--- src/rtl/fb_fill_arbiter_if.sv ---
// Frame-buffer fill/arbiter bus bundle: config register port, CPU store port
// and the shared frame-buffer write port.
// master: the surrounding system (CPU + frame buffer); slave: fb_fill_arbiter.
interface fb_fill_arbiter_if #(
  parameter int X_W    = 10,
  parameter int Y_W    = 10,
  parameter int DATA_W = 32
);
  // Config register port
  logic                 cfg_we;
  logic [2:0]           cfg_addr;
  logic [31:0]          cfg_wdata;
  logic [31:0]          cfg_rdata;

  // CPU frame-buffer store port
  logic                 cpu_fb_we;
  logic [X_W+Y_W-1:0]   cpu_fb_addr;
  logic [DATA_W-1:0]    cpu_fb_wdata;
  logic                 cpu_fb_stall;

  // Shared frame-buffer write port
  logic                 fb_valid;
  logic [X_W+Y_W-1:0]   fb_addr;
  logic [DATA_W-1:0]    fb_wdata;
  logic                 fb_ready;

  modport master (
    output cfg_we, cfg_addr, cfg_wdata,
    input  cfg_rdata,
    output cpu_fb_we, cpu_fb_addr, cpu_fb_wdata,
    input  cpu_fb_stall,
    input  fb_valid, fb_addr, fb_wdata,
    output fb_ready
  );

  modport slave (
    input  cfg_we, cfg_addr, cfg_wdata,
    output cfg_rdata,
    input  cpu_fb_we, cpu_fb_addr, cpu_fb_wdata,
    output cpu_fb_stall,
    output fb_valid, fb_addr, fb_wdata,
    input  fb_ready
  );
endinterface

--- src/rtl/fb_fill_arbiter.sv ---
// Rectangle-fill engine sharing one frame-buffer write port with CPU stores.
// CPU configures X0/Y0/X1/Y1/COLOR, writes CTRL.go, and the engine streams
// {y,x} pixel writes in raster order. A lock keeps the owner of an unaccepted
// beat on the port until fb_ready.
// Optional macro FB_FILL_FAIR_EN: round-robin CPU/engine arbitration instead
// of strict CPU priority.
module fb_fill_arbiter #(
  parameter int X_W    = 10,
  parameter int Y_W    = 10,
  parameter int DATA_W = 32
) (
  input  logic             clk,
  input  logic             rst,
  fb_fill_arbiter_if.slave bus,
  output logic             busy,
  output logic             done_irq
);

  typedef enum logic [1:0] {
    IDLE,
    CHECK,
    FILL,
    DONE
  } state_t;

  state_t state, state_next;

  logic [X_W-1:0]    x0_q, x1_q, x_q;
  logic [Y_W-1:0]    y0_q, y1_q, y_q;
  logic [DATA_W-1:0] color_q;

  logic done_q;
  logic aborted_q;
  logic abort_pend_q;
  logic lock_q;
  logic lock_cpu_q;

  logic ctrl_wr;
  logic go_now;
  logic abort_now;
  logic abort_any;
  logic cfg_reg_wr;
  logic eng_req;
  logic cpu_req;
  logic eng_grant;
  logic cpu_grant;
  logic eng_acc;
  logic cpu_acc;
  logic last_pixel;
  logic eng_locked;
  logic abort_exit;

`ifdef FB_FILL_FAIR_EN
  logic prio_eng_q;
`endif

  assign busy       = (state != IDLE);
  assign done_irq   = (state == DONE);

  assign ctrl_wr    = bus.cfg_we && (bus.cfg_addr == 3'd5);
  assign go_now     = ctrl_wr && bus.cfg_wdata[0];
  assign abort_now  = ctrl_wr && bus.cfg_wdata[1];
  assign abort_any  = abort_now || abort_pend_q;
  assign cfg_reg_wr = bus.cfg_we && !busy && (bus.cfg_addr < 3'd5);

  assign eng_locked = lock_q && !lock_cpu_q;
  assign last_pixel = (x_q == x1_q) && (y_q == y1_q);

  // Once abort is seen the engine stops requesting, except to finish a beat
  // it already holds the lock for.
  assign eng_req    = rst && (state == FILL) && (!abort_any || eng_locked);
  assign cpu_req    = rst && bus.cpu_fb_we;

  // Port ownership: locked owner first, otherwise CPU priority (or round-robin)
  always_comb begin
    cpu_grant = 1'b0;
    eng_grant = 1'b0;
    if (lock_q) begin
      cpu_grant = lock_cpu_q && cpu_req;
      eng_grant = !lock_cpu_q && eng_req;
    end else begin
`ifdef FB_FILL_FAIR_EN
      if (cpu_req && eng_req) begin
        eng_grant = prio_eng_q;
        cpu_grant = !prio_eng_q;
      end else begin
        cpu_grant = cpu_req;
        eng_grant = eng_req;
      end
`else
      cpu_grant = cpu_req;
      eng_grant = eng_req && !cpu_req;
`endif
    end
  end

  assign eng_acc = eng_grant && bus.fb_ready;
  assign cpu_acc = cpu_grant && bus.fb_ready;

  // Frame-buffer port mux of the current owner's request
  always_comb begin
    bus.fb_valid     = cpu_grant || eng_grant;
    bus.fb_addr      = {y_q, x_q};
    bus.fb_wdata     = color_q;
    bus.cpu_fb_stall = bus.cpu_fb_we && !cpu_acc;
    if (cpu_grant) begin
      bus.fb_addr  = bus.cpu_fb_addr;
      bus.fb_wdata = bus.cpu_fb_wdata;
    end
  end

  // Hold ownership while a presented beat is not accepted
  always_ff @(posedge clk or negedge rst) begin
    if (!rst) begin
      lock_q     <= 1'b0;
      lock_cpu_q <= 1'b0;
    end else begin
      lock_q     <= bus.fb_valid && !bus.fb_ready;
      lock_cpu_q <= cpu_grant;
    end
  end

`ifdef FB_FILL_FAIR_EN
  // Round-robin pointer: favour whoever did not win the last accepted beat
  always_ff @(posedge clk or negedge rst) begin
    if (!rst) begin
      prio_eng_q <= 1'b0;
    end else if (cpu_acc) begin
      prio_eng_q <= 1'b1;
    end else if (eng_acc) begin
      prio_eng_q <= 1'b0;
    end
  end
`endif

  // Engine state register
  always_ff @(posedge clk or negedge rst) begin
    if (!rst) begin
      state <= IDLE;
    end else begin
      state <= state_next;
    end
  end

  // Engine next-state logic and abort bookkeeping
  always_comb begin
    state_next = state;
    abort_exit = 1'b0;
    case (state)
      IDLE: begin
        if (go_now) begin
          state_next = CHECK;
        end
      end
      CHECK: begin
        if (abort_now) begin
          state_next = IDLE;
          abort_exit = 1'b1;
        end else if ((x1_q < x0_q) || (y1_q < y0_q)) begin
          state_next = DONE;
        end else begin
          state_next = FILL;
        end
      end
      FILL: begin
        if (abort_any) begin
          // A locked engine beat must drain before the engine lets go.
          if (!(eng_locked && !bus.fb_ready)) begin
            state_next = IDLE;
            abort_exit = 1'b1;
          end
        end else if (eng_acc && last_pixel) begin
          state_next = DONE;
        end
      end
      DONE: begin
        state_next = IDLE;
      end
      default: begin
        state_next = IDLE;
      end
    endcase
  end

  // Raster position: load on CHECK, advance on every accepted engine beat
  always_ff @(posedge clk or negedge rst) begin
    if (!rst) begin
      x_q <= '0;
      y_q <= '0;
    end else if (state == CHECK) begin
      x_q <= x0_q;
      y_q <= y0_q;
    end else if (eng_acc) begin
      if (x_q == x1_q) begin
        x_q <= x0_q;
        y_q <= y_q + Y_W'(1);
      end else begin
        x_q <= x_q + X_W'(1);
      end
    end
  end

  // Sticky status flags and the deferred-abort marker
  always_ff @(posedge clk or negedge rst) begin
    if (!rst) begin
      done_q       <= 1'b0;
      aborted_q    <= 1'b0;
      abort_pend_q <= 1'b0;
    end else begin
      abort_pend_q <= (state == FILL) && (state_next == FILL) && abort_any;
      if ((state == IDLE) && go_now) begin
        done_q    <= 1'b0;
        aborted_q <= 1'b0;
      end else begin
        if (state == DONE) begin
          done_q <= 1'b1;
        end
        if (abort_exit) begin
          aborted_q <= 1'b1;
        end
      end
    end
  end

  // Rectangle and colour registers, writable only while idle
  always_ff @(posedge clk or negedge rst) begin
    if (!rst) begin
      x0_q    <= '0;
      y0_q    <= '0;
      x1_q    <= '0;
      y1_q    <= '0;
      color_q <= '0;
    end else if (cfg_reg_wr) begin
      case (bus.cfg_addr)
        3'd0:    x0_q    <= X_W'(bus.cfg_wdata);
        3'd1:    y0_q    <= Y_W'(bus.cfg_wdata);
        3'd2:    x1_q    <= X_W'(bus.cfg_wdata);
        3'd3:    y1_q    <= Y_W'(bus.cfg_wdata);
        3'd4:    color_q <= DATA_W'(bus.cfg_wdata);
        default: ;
      endcase
    end
  end

  // Combinational register read-back
  always_comb begin
    bus.cfg_rdata = '0;
    case (bus.cfg_addr)
      3'd0:    bus.cfg_rdata = 32'(x0_q);
      3'd1:    bus.cfg_rdata = 32'(y0_q);
      3'd2:    bus.cfg_rdata = 32'(x1_q);
      3'd3:    bus.cfg_rdata = 32'(y1_q);
      3'd4:    bus.cfg_rdata = 32'(color_q);
      3'd5:    bus.cfg_rdata = {29'b0, aborted_q, done_q, busy};
      default: bus.cfg_rdata = '0;
    endcase
  end

endmodule

--- src/flat_wrapper.sv ---
// flat-port wrapper written by rule: the top's interface ports become plain ports
module fb_fill_arbiter_flat 
#(
  parameter int X_W    = 10,
  parameter int Y_W    = 10,
  parameter int DATA_W = 32
)
  (clk, rst, busy, done_irq, bus_cfg_we, bus_cfg_addr, bus_cfg_wdata, bus_cfg_rdata, bus_cpu_fb_we, bus_cpu_fb_addr, bus_cpu_fb_wdata, bus_cpu_fb_stall, bus_fb_valid, bus_fb_addr, bus_fb_wdata, bus_fb_ready);
  fb_fill_arbiter_if #(.X_W(X_W), .Y_W(Y_W), .DATA_W(DATA_W)) bus_i ();
  input  logic clk;
  input  logic rst;
  output logic busy;
  output logic done_irq;
  input wire logic [$bits(bus_i.cfg_we)-1:0] bus_cfg_we;
  input wire logic [$bits(bus_i.cfg_addr)-1:0] bus_cfg_addr;
  input wire logic [$bits(bus_i.cfg_wdata)-1:0] bus_cfg_wdata;
  output wire logic [$bits(bus_i.cfg_rdata)-1:0] bus_cfg_rdata;
  input wire logic [$bits(bus_i.cpu_fb_we)-1:0] bus_cpu_fb_we;
  input wire logic [$bits(bus_i.cpu_fb_addr)-1:0] bus_cpu_fb_addr;
  input wire logic [$bits(bus_i.cpu_fb_wdata)-1:0] bus_cpu_fb_wdata;
  output wire logic [$bits(bus_i.cpu_fb_stall)-1:0] bus_cpu_fb_stall;
  output wire logic [$bits(bus_i.fb_valid)-1:0] bus_fb_valid;
  output wire logic [$bits(bus_i.fb_addr)-1:0] bus_fb_addr;
  output wire logic [$bits(bus_i.fb_wdata)-1:0] bus_fb_wdata;
  input wire logic [$bits(bus_i.fb_ready)-1:0] bus_fb_ready;
  assign bus_i.cfg_we = bus_cfg_we;
  assign bus_i.cfg_addr = bus_cfg_addr;
  assign bus_i.cfg_wdata = bus_cfg_wdata;
  assign bus_cfg_rdata = bus_i.cfg_rdata;
  assign bus_i.cpu_fb_we = bus_cpu_fb_we;
  assign bus_i.cpu_fb_addr = bus_cpu_fb_addr;
  assign bus_i.cpu_fb_wdata = bus_cpu_fb_wdata;
  assign bus_cpu_fb_stall = bus_i.cpu_fb_stall;
  assign bus_fb_valid = bus_i.fb_valid;
  assign bus_fb_addr = bus_i.fb_addr;
  assign bus_fb_wdata = bus_i.fb_wdata;
  assign bus_i.fb_ready = bus_fb_ready;
  fb_fill_arbiter #(.X_W(X_W), .Y_W(Y_W), .DATA_W(DATA_W)) u_core (.clk(clk), .rst(rst), .bus(bus_i), .busy(busy), .done_irq(done_irq));
endmodule
--- config.mk ---
export PLATFORM = sky130hd
export DESIGN_NAME = fb_fill_arbiter_flat
export DESIGN_NICKNAME = d
export VERILOG_FILES = /design/src/rtl/fb_fill_arbiter_if.sv /design/src/rtl/fb_fill_arbiter.sv /design/src/flat_wrapper.sv
export SDC_FILE = /design/constraint.sdc
export NUM_CORES = 1
export LEC_CHECK = 0
export ABC_AREA = 0
export CELL_PAD_IN_SITES_DETAIL_PLACEMENT = 0
export CELL_PAD_IN_SITES_GLOBAL_PLACEMENT = 1
export CORE_MARGIN = 2
export CORE_UTILIZATION = 30
export CTS_CLUSTER_DIAMETER = 150
export DETAILED_ROUTE_END_ITERATION = 8
export PLACE_DENSITY = 0.82
export SETUP_SLACK_MARGIN = 0.02
export SYNTH_ARGS = -nofsm -noshare
export SYNTH_HDL_FRONTEND = slang
export SYNTH_SLANG_ARGS = --single-unit
export TNS_END_PERCENT = 50
--- constraint.sdc ---
create_clock -name clk -period 1.8 [get_ports clk]
set_input_delay 0.27 -clock clk [delete_from_list [all_inputs] [get_ports clk]]
set_output_delay 0.27 -clock clk [all_outputs]
set_load 0.01 [all_outputs]
# Word level (Yosys, flattened, before mapping)
# Cells that the tools add are included.
# totals
elab_cells	100
out_inout_bits	88
regBits	99
inputBits	92
# op_classes
add_sub_neg	2
reduce_logical	45
eq_ne	11
n_mux	26
n_lt_le_gt_ge	3
# op_table
cell	n
one-hot mux 32 bit (6 select lines)	1
two-way mux 10 bit	6
two-way mux 32 bit	1
logical AND 1 bit	22
adder 10 x 1 -> 10 bit (second input constant)	2
equality test 10 bit	2
< comparator 10 bit	2
two-way mux 20 bit	1
AND reduction 2 bit	6
two-way mux 1 bit	10
two-way mux 2 bit	5
nonzero test 2 bit	5
one-hot mux 2 bit (4 select lines)	1
equality test 2 bit (second input constant)	3
equality test 3 x 2 -> 1 bit (second input constant)	2
equality test 3 bit (second input constant)	2
logical NOT 1 bit	6
logical OR 1 bit	4
equality test 3 x 1 -> 1 bit (second input constant)	1
logical NOT 3 bit	1
< comparator 3 bit (second input constant)	1
equality test 2 x 1 -> 1 bit (second input constant)	1
logical NOT 2 bit	1
one-hot mux 1 bit (2 select lines)	1

# Logic depth before layout (Yosys ltp)
# depth
ltp_word	17
mapped_depth	9
depth_no_buf	8

# Worst setup path before layout
# OpenSTA, ideal clock, no wires.
# synth_timing
kind	register to output
start	register u_core.lock_q
end	output bus_fb_wdata[10]
t_arrival_ps	1684
path_buffers	2
path_slack_ps	-154
required_time_ps	1530
path_stages_with_launch	6
path_cell_list	dfrtp_1 > nand2b_1 > and3_1 > clkbuf_1 > clkbuf_1 > mux2_2
# synth_via
elab_chain_cells	2
# synth_rtl
item	line_no	rtl
start, declared	fb_fill_arbiter.sv:35	logic lock_q;
start signal, assigned	fb_fill_arbiter.sv:118	lock_q <= bus.fb_valid && !bus.fb_ready;
two-way mux 1 bit	fb_fill_arbiter.sv:78	if (lock_q) begin
two-way mux 32 bit	fb_fill_arbiter.sv:106	if (cpu_grant) begin
end, declared	flat_wrapper.sv:24	output wire logic [$bits(bus_i.fb_wdata)-1:0] bus_fb_wdata;
# Every way passes these cells.

# Worst setup path after layout
# layout_timing
start	register u_core.lock_q
end	output bus_fb_wdata[23]
# The elaborated chain is that of the path after synthesis.

==> out/metrics.cfg <==
[floorplan]
rows = 52
dieHeight_um = 147
die_w_um = 147
initial_core_util = 0.305
core_area_sq_um = 20200
die_area_sq_um = 21700
ios = 180

[placed_design]
preCtsSetupSlack_ns = -0.787
finalWeightedCongestion = 0.897
place_area_sq_um = 9240
dpl.hpwl_um = 16400
dp_cells = 1149
numPortBuffers = 179

[synthesis]
synthAdderAreaFrac = 0.0507
syn_inst = 603
synth_compound_area_frac = 0.113
synth_xor_area_frac = 0.0341
synth_top_family_by_area = multiplexers
yosys-top-cells-area = dfrtp_1 (40%), mux2_2 (19%), ha_1 (5.1%)
synth_top_area_cell = dfrtp_1
yosys.area_share.simple = 0.129
synth_mux_area_frac = 0.230
ys.flop_type = dfrtp_1
syn_area_sq_um = 6170
ys_ff_latch = 99
yosysWarnings = 0
post-synth-top-area-fraction = 0.401
ys_seq_area_frac = 0.401
avgSynthCellArea_sq_um = 10.2
synth.distinct_cells = 54
synth-async-reset-ratio = 1.00
syn-num-nets = 720
synth_edf_count = 0

[timing]
rsz0062_at_grt = true
skew_ns = 0.00613
worst_pin_slew_ns = 0.538
tns_ns = -20.96
fin_crit_sh = 1.26
hold_viol_final = 0
period_minus_slack_ns = 2.26
slew_headroom = 0.642
setup_viol = 82
fmax_mhz = 442
timing.final.ws_setup_ns = -0.465
slew_viol_final = 0

[clock_network]
clk_latency_ns = 0.36
htree_levels = 3
cts.sinks = 99
cts_tree = built
root_buffer = clkbuf_16
numCtsBuffers = 9
cts_buffer_depth = 2
path_clk_slew_ns = 0.07

[power_and_ir_drop]
p_int_mw = 9.71
p_leak_nw = 4.87
p_sw_frac = 0.379
power_mw = 15.7
p_per_area_nw_per_um2 = 1470
switchingPower_mw = 5.94
p_comb_frac = 0.582
power_frac_seq = 0.276
ir_drop_mv = 0.669
p_clk_frac = 0.142

[finish]
fin_cells = 1203
fillers = 1762
diodes = 0
area_delta_synth_final_pct = 72.3
multi_input_area_sq_um = 3980
fin_area_sq_um = 10600
register_area_sq_um = 2480
final_common_cell = buf_4
final_cell_mix = buf_4 (116), dfrtp_1 (97), clkdlybuf4s50_1 (86)
layout-drive-gt1-share = 0.464
fin_nets = 1045

[min_path]
hold_class = in2async

[worst_setup_path]
cp_cell_sequence = nand2b_4 -> and3_4 -> buf_12 -> buf_16 -> buf_12 -> buf_6 -> mux2_2 -> buf_6
cpPeakStageDelay_ns = 0.41
cp.required_ns = 1.53
startpoint_type = flip-flop
criticalPathCategory = reg2out
crit_path_max_fanout = 7
cp-end-kind = output pin
crit_slowest_cell = dfrtp_1
cp_num_buf_inv = 5
crit_cells = 8
cp.arrival_ns = 1.99
crit_family = buffers and inverters
reg2reg_depth = 8

[global_route]
gr-max-usage-layer = met2
grt_usage = 0.211
gr-total-overflow = 0
grt_use_met2 = 0.355
grt_max_degree = 92
gr-usage-met3 = 0.0275
grt_pass1_vias = 6037
grt_pass1_wl_um = 35100
antenna_found_initial = 0
met1_usage = 0.282

[flow_run]
maxCapViolCount = 0

[detailed_routing]
finalWirelength_um = 23500
drc = 0
via_count = 6041
drt_first_pass_iters = 7
vias_per_cell = 5.02
drt_iter0_drc = 450
post_drt_wl_per_cell_um = 19.6
final_antenna_net_count = 0

[outcome]
status = finished, violations left
violations = negative setup slack

layer usage:
metal  share of wire  vias up
met3           0.045       31
li1                -     2846
met5               0        -
met4           0.025        0
met2            0.49      180
met1            0.44     2984
flip-flops by register name, summed over array words and instances, names as in the netlist:
| name | count |
|---|---|
| u_core.aborted_q | 1 |
| u_core.y_q | 10 |
| u_core.y0_q | 10 |
| u_core.lock_q | 1 |
| u_core.x_q | 10 |
| u_core.lock_cpu_q | 1 |
| u_core.y1_q | 10 |
| u_core.color_q | 32 |
| u_core.abort_pend_q | 1 |
| u_core.done_q | 1 |
| u_core.x1_q | 10 |
| u_core.x0_q | 10 |
| u_core.state | 2 |
kinds of logic after synthesis:
group | after synthesis
and+or+nand+nor | 152
muxes | 122
AOI/OAI and AO/OA | 118
DFF | 99
buffers and inverters | 63
adders and majority gates | 25
xor gates and xnor gates | 24
final cells by class:
type / count / share of cell area
multi-input combinational: 441 / 0.374
timing repair buffer: 345 / 0.318
sequential: 99 / 0.233
tap: 270 / 0.0318
clock buffer: 11 / 0.0238
inverter: 32 / 0.0113
clock inverter: 5 / 0.00789
metrics by stage:
stage / util / hold slack (ns)
6_report: 0.525 / 0.105
5_1_grt: 0.525 / 0.101
4_1_cts: 0.510 / 0.102
3_5_place_dp: 0.457 / 0.295
3_3_place_gp: 0.457 / 0.294
2_1_floorplan: - / -0.0256
tightest hold or removal path, stage by stage:
cell and delay, ns:
buf_4 0.14, buf_4 0.20, buf_4 0.18
timing repair:
action | in CTS | in global routing
hold buffers | 1 | 0
pin swaps | 11 | 30
gates resized for setup | 468 | 108
endpoints found under the hold margin | 2 | 0
cloned | 5 | 1
setup buffers | 29 | 10
setup endpoints to repair | 150 | 134
worst paths after layout:
path	endpoint	slack (ns)	startpoint
min in group clk	u_core.done_q	0.51	u_core.done_q
setup / recovery	bus_fb_wdata[23]	-0.46	u_core.lock_q
setup reg to reg	u_core.y_q[7]	-0.41	u_core.lock_q
hold reg to reg	u_core.done_q	0.51	u_core.done_q
max in group asynchronous	u_core.y0_q[1]	0.94	rst
hold / removal	u_core.y_q[5]	0.10	rst
cell usage after synthesis (all sizes together), types with 4 or more instances:
library cell  count
nand2b            7
clkbuf           17
o21ai            51
nand2            47
dfrtp            99
o22ai             9
xor2             15
nand3            15
a31oi             4
o21a              5
nor2             24
mux2i            11
a21oi            27
buf              14
mux2            106
nand4             4
xnor2             9
and3             29
inv              32
ha               25
mux4              5
nor3              5
nor2b             4
nor4              9
power groups by stage:
stage	clock network, mW	registers, mW	logic (mW)
floorplan	0	4.02	3.82
global placement	0	4.26	7.60
detailed placement	0	4.29	7.75
CTS	2.25	4.27	8.48
global route	2.34	4.44	9.73
finish	2.22	4.32	9.10
No activity file was read; power rests on OpenSTA's default activity.
